## src/rtl/multi_countdown_timer_pkg.sv

```systemverilog
// Shared types for the multi-channel countdown timer.
// Holds the channel state enum and the one-shot/periodic mode codes.
package timer_pkg;

  typedef enum logic [1:0] {
    IDLE,
    LOADED,
    RUN,
    EXPIRED
  } chan_state_e;

  localparam logic ONE_SHOT = 1'b0;
  localparam logic PERIODIC = 1'b1;

endpackage

```

## src/rtl/ms_tick_gen.sv

```systemverilog
// Free-running millisecond prescaler shared by all timer channels.
// Ports: clk, reset (async, active-high), tick (one cycle per ms).
module ms_tick_gen #(
  parameter int CLKS_PER_MS = 50000
) (
  input  logic clk,
  input  logic reset,
  output logic tick
);

  localparam int CW =
    (CLKS_PER_MS > 1) ? $clog2(CLKS_PER_MS) : 1;
  localparam logic [CW-1:0] LAST = CW'(CLKS_PER_MS - 1);

  logic [CW-1:0] cnt_q;
  logic [CW-1:0] cnt_d;

  assign tick  = (cnt_q == LAST);
  assign cnt_d = tick ? '0 : cnt_q + CW'(1);

  always_ff @(posedge clk or posedge reset) begin
    if (reset) cnt_q <= '0;
    else       cnt_q <= cnt_d;
  end

endmodule

```

## src/rtl/multi_countdown_timer.sv

```systemverilog
// NUM_CH independent ms countdown channels, one-shot or periodic.
// Ports: clk, reset, load/load_ch/load_value/load_periodic, enable,
// clear_done in; timer_value, expired, done, running out (registered).
module multi_countdown_timer
  import timer_pkg::*;
#(
  parameter int NUM_CH      = 4,
  parameter int MAX_MS      = 3000,
  parameter int CLKS_PER_MS = 50000,
  localparam int TW = $clog2(MAX_MS + 1),
  localparam int CW = (NUM_CH > 1) ? $clog2(NUM_CH) : 1
) (
  input  logic                 clk,
  input  logic                 reset,
  input  logic                 load,
  input  logic [CW-1:0]        load_ch,
  input  logic [TW-1:0]        load_value,
  input  logic                 load_periodic,
  input  logic [NUM_CH-1:0]    enable,
  input  logic [NUM_CH-1:0]    clear_done,
  output logic [NUM_CH*TW-1:0] timer_value,
  output logic [NUM_CH-1:0]    expired,
  output logic [NUM_CH-1:0]    done,
  output logic [NUM_CH-1:0]    running
);

  localparam logic [TW-1:0] MAXV = TW'(MAX_MS);

  logic tick;

  ms_tick_gen #(
    .CLKS_PER_MS(CLKS_PER_MS)
  ) u_tick (
    .clk  (clk),
    .reset(reset),
    .tick (tick)
  );

  logic [TW-1:0]     ld_val;
  logic [NUM_CH-1:0] ld_hit;

  assign ld_val = (load_value > MAXV) ? MAXV : load_value;

  // Out-of-range channel codes match no channel and are dropped.
  always_comb begin
    ld_hit = '0;
    for (int i = 0; i < NUM_CH; i++) begin
      ld_hit[i] = load && (load_ch == CW'(i));
    end
  end

  chan_state_e       state_q [NUM_CH];
  logic [TW-1:0]     val_q   [NUM_CH];
  logic [TW-1:0]     rel_q   [NUM_CH];
  logic [NUM_CH-1:0] mode_q;
  logic [NUM_CH-1:0] exp_q;
  logic [NUM_CH-1:0] done_q;
  logic [NUM_CH-1:0] run_q;

  // Later assignments win: expiry set overrides clear_done.
  always_ff @(posedge clk or posedge reset) begin
    if (reset) begin
      for (int i = 0; i < NUM_CH; i++) begin
        state_q[i] <= IDLE;
        val_q[i]   <= '0;
        rel_q[i]   <= '0;
      end
      mode_q <= '0;
      exp_q  <= '0;
      done_q <= '0;
      run_q  <= '0;
    end else begin
      for (int i = 0; i < NUM_CH; i++) begin
        exp_q[i] <= 1'b0;
        if (clear_done[i]) done_q[i] <= 1'b0;
        if (ld_hit[i]) begin
          val_q[i]  <= ld_val;
          rel_q[i]  <= ld_val;
          mode_q[i] <= load_periodic;
          done_q[i] <= (ld_val == '0);
          if (ld_val == '0) begin
            state_q[i] <= EXPIRED;
            run_q[i]   <= 1'b0;
          end else if (enable[i]) begin
            state_q[i] <= RUN;
            run_q[i]   <= 1'b1;
          end else begin
            state_q[i] <= LOADED;
            run_q[i]   <= 1'b0;
          end
        end else begin
          unique case (state_q[i])
            LOADED: begin
              if (enable[i]) begin
                state_q[i] <= RUN;
                run_q[i]   <= 1'b1;
              end
            end
            RUN: begin
              if (!enable[i]) begin
                state_q[i] <= LOADED;
                run_q[i]   <= 1'b0;
              end else if (tick) begin
                if (val_q[i] > TW'(1)) begin
                  val_q[i] <= val_q[i] - TW'(1);
                end else begin
                  exp_q[i]  <= 1'b1;
                  done_q[i] <= 1'b1;
                  if (mode_q[i] == PERIODIC) begin
                    val_q[i] <= rel_q[i];
                  end else begin
                    val_q[i]   <= '0;
                    state_q[i] <= EXPIRED;
                    run_q[i]   <= 1'b0;
                  end
                end
              end
            end
            default: ;
          endcase
        end
      end
    end
  end

  always_comb begin
    timer_value = '0;
    for (int i = 0; i < NUM_CH; i++) begin
      timer_value[i*TW +: TW] = val_q[i];
    end
  end

  assign expired = exp_q;
  assign done    = done_q;
  assign running = run_q;

endmodule

```

## config.mk

```make
export PLATFORM = sky130hd
export DESIGN_NAME = multi_countdown_timer
export DESIGN_NICKNAME = d
export VERILOG_FILES = /design/src/rtl/multi_countdown_timer_pkg.sv /design/src/rtl/ms_tick_gen.sv /design/src/rtl/multi_countdown_timer.sv
export SDC_FILE = /design/constraint.sdc
export NUM_CORES = 1
export LEC_CHECK = 0
export BUFFER_PORTS_ARGS = -buffer_cell sky130_fd_sc_hd__buf_2
export CAP_MARGIN = 40
export CORE_ASPECT_RATIO = 1.25
export CORE_MARGIN = 2
export CORE_UTILIZATION = 30
export DETAILED_ROUTE_END_ITERATION = 6
export PLACE_DENSITY = 0.53
export SKIP_LAST_GASP = 1
export SLEW_MARGIN = 20
export SYNTH_ARGS = -nofsm -noshare
export SYNTH_HDL_FRONTEND = slang
export SYNTH_SLANG_ARGS = --single-unit
```

## constraint.sdc

```tcl
create_clock -name clk -period 4.3 [get_ports clk]
set_clock_uncertainty 0.2 [all_clocks]
set_input_delay 0.43 -clock clk [delete_from_list [all_inputs] [get_ports clk]]
set_output_delay 0.43 -clock clk [all_outputs]
set_load 0.02 [all_outputs]
```

==> flow_summary_export.csv <==
group,metric,value,unit
cts,hold_buffers,1,
setup_path,crit_buf_inv,0,
routing,ant_nets,0,
min_path,hold_path.class,"in2reg",
setup_path,cp.arrival,2.90,ns
setup_path,crit_slowest_cell,"or4_4",
setup_path,slowest_delay,0.55,ns
routing,drc,0,
die,die_w,145,µm
synthesis,synth_cell_types,72,
synthesis,yosysMostFrequentCell,"dfrtp_1",
timing,rsz0062_at_grt,"false",
timing,maxSlewHeadroom,45.5,%
die,initial_core_util,30.5,%
synthesis,synthTopCellsByArea,"dfrtp_1, nand2_1, a21oi_1",
synthesis,synth_top_cell_area_share,45.6,%
power,power,4.25,mW
grt,grt_pass1_vias,6730,
power,swShare,32.6,%
routing,vias,6859,
cts,cts_tree,"built",
routing,routed_via_density,5.37,
cts,cts.clk_slew.worst_paths,0.06,ns
routing,drtIter0Drc,589,
synthesis,synth_warnings,0,
grt,grt-ovfl-total,0,
cts,cts_inserted_buffers,17,
routing,drtPass1Iterations,5,
finish,nFillCells,2568,
cts,clockBufferDepth,2,
cts,cts_resized,0,
grt,grt_start_max_net_pins,73,
timing,setup-violations-final,0,
power,p_clk_share,39.1,%
power,ir_drop,0.000268,V
power,p_sw,1.38,mW
grt,antenna_found_initial,0,
finish,fin_nets,970,
synthesis,synthTopCellsByCount,"dfrtp_1, nand2_1, nor2_1, a21oi_1, o21ai_0",
grt,grt_pass1_wl,37900,µm
setup_path,worstPathCellList,"or4_4 -> or3_1 -> nor2_2 -> a21oi_1 -> a311o_1",
grt,grt_usage,18.1,%
cts,numClockSinks,136,
synthesis,synth_edf_count,0,
timing,finalCritPeriodShare,65.0,%
placement,dp_hpwl,16300,µm
finish,area_growth,20.7,%
status,status,"completed",
die,die-area,26200,µm²
timing,slew_violations,0,
power,power_frac_comb,20.2,%
synthesis,syn_inst,856,
timing,worstMarginPinSlew,0.811,ns
placement,gp_congestion,0.837,
finish,drive_gt1_share,17.6,%
die,row_count,64,
synthesis,synth_top_area_cell,"dfrtp_1",
timing,fin_crit,2.79,ns
die,core_area,24500,µm²
synthesis,yosysSeqAreaShare,45.6,%
timing,hold_violations,0,
synthesis,synth.cell_area,7460,µm²
setup_path,crit_type,"reg2reg",
cts,post_cts_buffers,0,
setup_path,cp_max_fo,12,
power,power_frac_seq,40.7,%
cts,htree_levels,4,
synthesis,synth-async-reset-ratio,100,%
synthesis,synth_seq_cells,136,
setup_path,start_kind,"register",
placement,io_buffers,85,
die,die_h,180,µm
routing,wl_per_cell,18.4,µm
power,p_int,2.86,mW
synthesis,synthFlopType,"dfrtp_1",
timing,fmax,358,MHz
power,powerDensity,472,nW/µm²
cts,worstSkewPairLatency,0.42,ns
finish,insertedDiodeCount,0,
synthesis,syn-num-nets,891,
setup_path,worstPathRequired,4.41,ns
synthesis,synth_area_per_cell,8.72,µm²
run,drv_cap,0,
setup_path,crit_family,"simple AND/OR/NAND/NOR gates",
routing,wirelength,23500,µm
timing,fin_setup_tns,0,ns
die,io_pins,86,
cts,cts-root-buf,"clkbuf_16",
setup_path,endpoint_kind,"register",
power,leakage,3.89,nW
==> registers in the layout, indices dropped and copies added, names as in the netlist <==
| register | count |
|---|---|
| state_q | 8 |
| done | 4 |
| mode_q | 4 |
| running | 4 |
| timer_value | 48 |
| rel_q | 48 |
| expired | 4 |
| u_tick.cnt_q | 16 |
==> metal layers <==
| layer | wire length (µm) | vias up | global-route usage (%) |
|---|---|---|---|
| li1 | - | 3314 | - |
| met1 | 11100 | 3335 | 24.4 |
| met2 | 11000 | 171 | 28.9 |
| met3 | 819 | 39 | 3.34 |
| met4 | 622 | 0 | 7.06 |
| met5 | 0 | - | 0 |
==> stage by stage <==
step | worst slack [ns] | instance area [µm²] | hold WS [ns] | util, % | instances
after floorplan | 0.0305 | 7460 | 0.238 | - | 856
after global placement | 1.50 | 8230 | 0.250 | 33.6 | 1234
after detailed placement | 1.46 | 8330 | 0.210 | 34.0 | 1243
after CTS | 1.43 | 9000 | 0.0802 | 36.7 | 1276
after global routing | 1.36 | 9010 | 0.0843 | 36.8 | 1278
final | 1.51 | 9010 | 0.104 | 36.8 | 1278
==> power groups by stage <==
stage | sequential (mW) | clock [mW] | combinational [mW]
after floorplan | 1.77 | 0 | 0.510
after global placement | 1.74 | 0 | 0.845
after detailed placement | 1.75 | 0 | 0.862
after CTS | 1.73 | 1.70 | 0.865
after global routing | 1.77 | 1.75 | 0.958
final | 1.73 | 1.66 | 0.859
==> worst register-to-register path, stage by stage (launching register included) <==
cell and delay [ns]:
dfrtp_1 0.44, or4_4 0.55, or3_1 0.50, nor2_2 0.48, a21oi_1 0.14, a311o_1 0.36
==> cells in the final DEF, fill, tap and decap left out, types with 10 or more instances in the layout <==
master	n
xor2_1	13
clkbuf_16	17
a22oi_1	17
o22ai_1	14
xnor2_1	11
a31oi_1	22
nand2_1	113
nand3_1	23
o21ai_0	60
and3_1	19
nor2_1	79
nand4_1	13
o31ai_1	10
nor3_1	23
inv_1	24
buf_2	88
dfrtp_1	136
nor4_1	14
a21oi_1	63
o211ai_1	16
buf_4	20
==> path summary, 6_finish.rpt <==
path / from / to / slack, ns / cells past startpoint
hold / removal: enable[1] / state_q[5] / 0.10 / 3
min in group asynchronous: reset / expired[3] / 0.30 / 3
hold reg to reg: rel_q[10] / rel_q[10] / 0.27 / 2
max in group asynchronous: reset / u_tick.cnt_q[4] / 2.59 / 5
setup reg to reg: timer_value[28] / timer_value[24] / 1.51 / 5
setup / recovery: timer_value[28] / timer_value[24] / 1.51 / 5
==> final cells by class <==
cell class                      count  area (µm²)  share of cell area [%]
Multi-Input combinational cell    642        3770                    41.8
Sequential cell                   136        3400                    37.8
Timing Repair Buffer              113         666                    7.39
Clock buffer                       18         439                    4.87
Tap cell                          330         413                    4.58
Clock inverter                     14         221                    2.46
Inverter                           25        98.8                    1.10
==> kinds of logic after synthesis <==
group                      share of synthesized area (%)
xor gates and xnor gates                            2.82
adders and majority gates                           1.78
buffers and inverters                               4.14
AOI/OAI and AO/OA                                   22.9
and+or+nand+nor                                     22.2
DFF                                                 45.6
muxes                                              0.570
No activity file was read; power rests on OpenSTA's default activity.
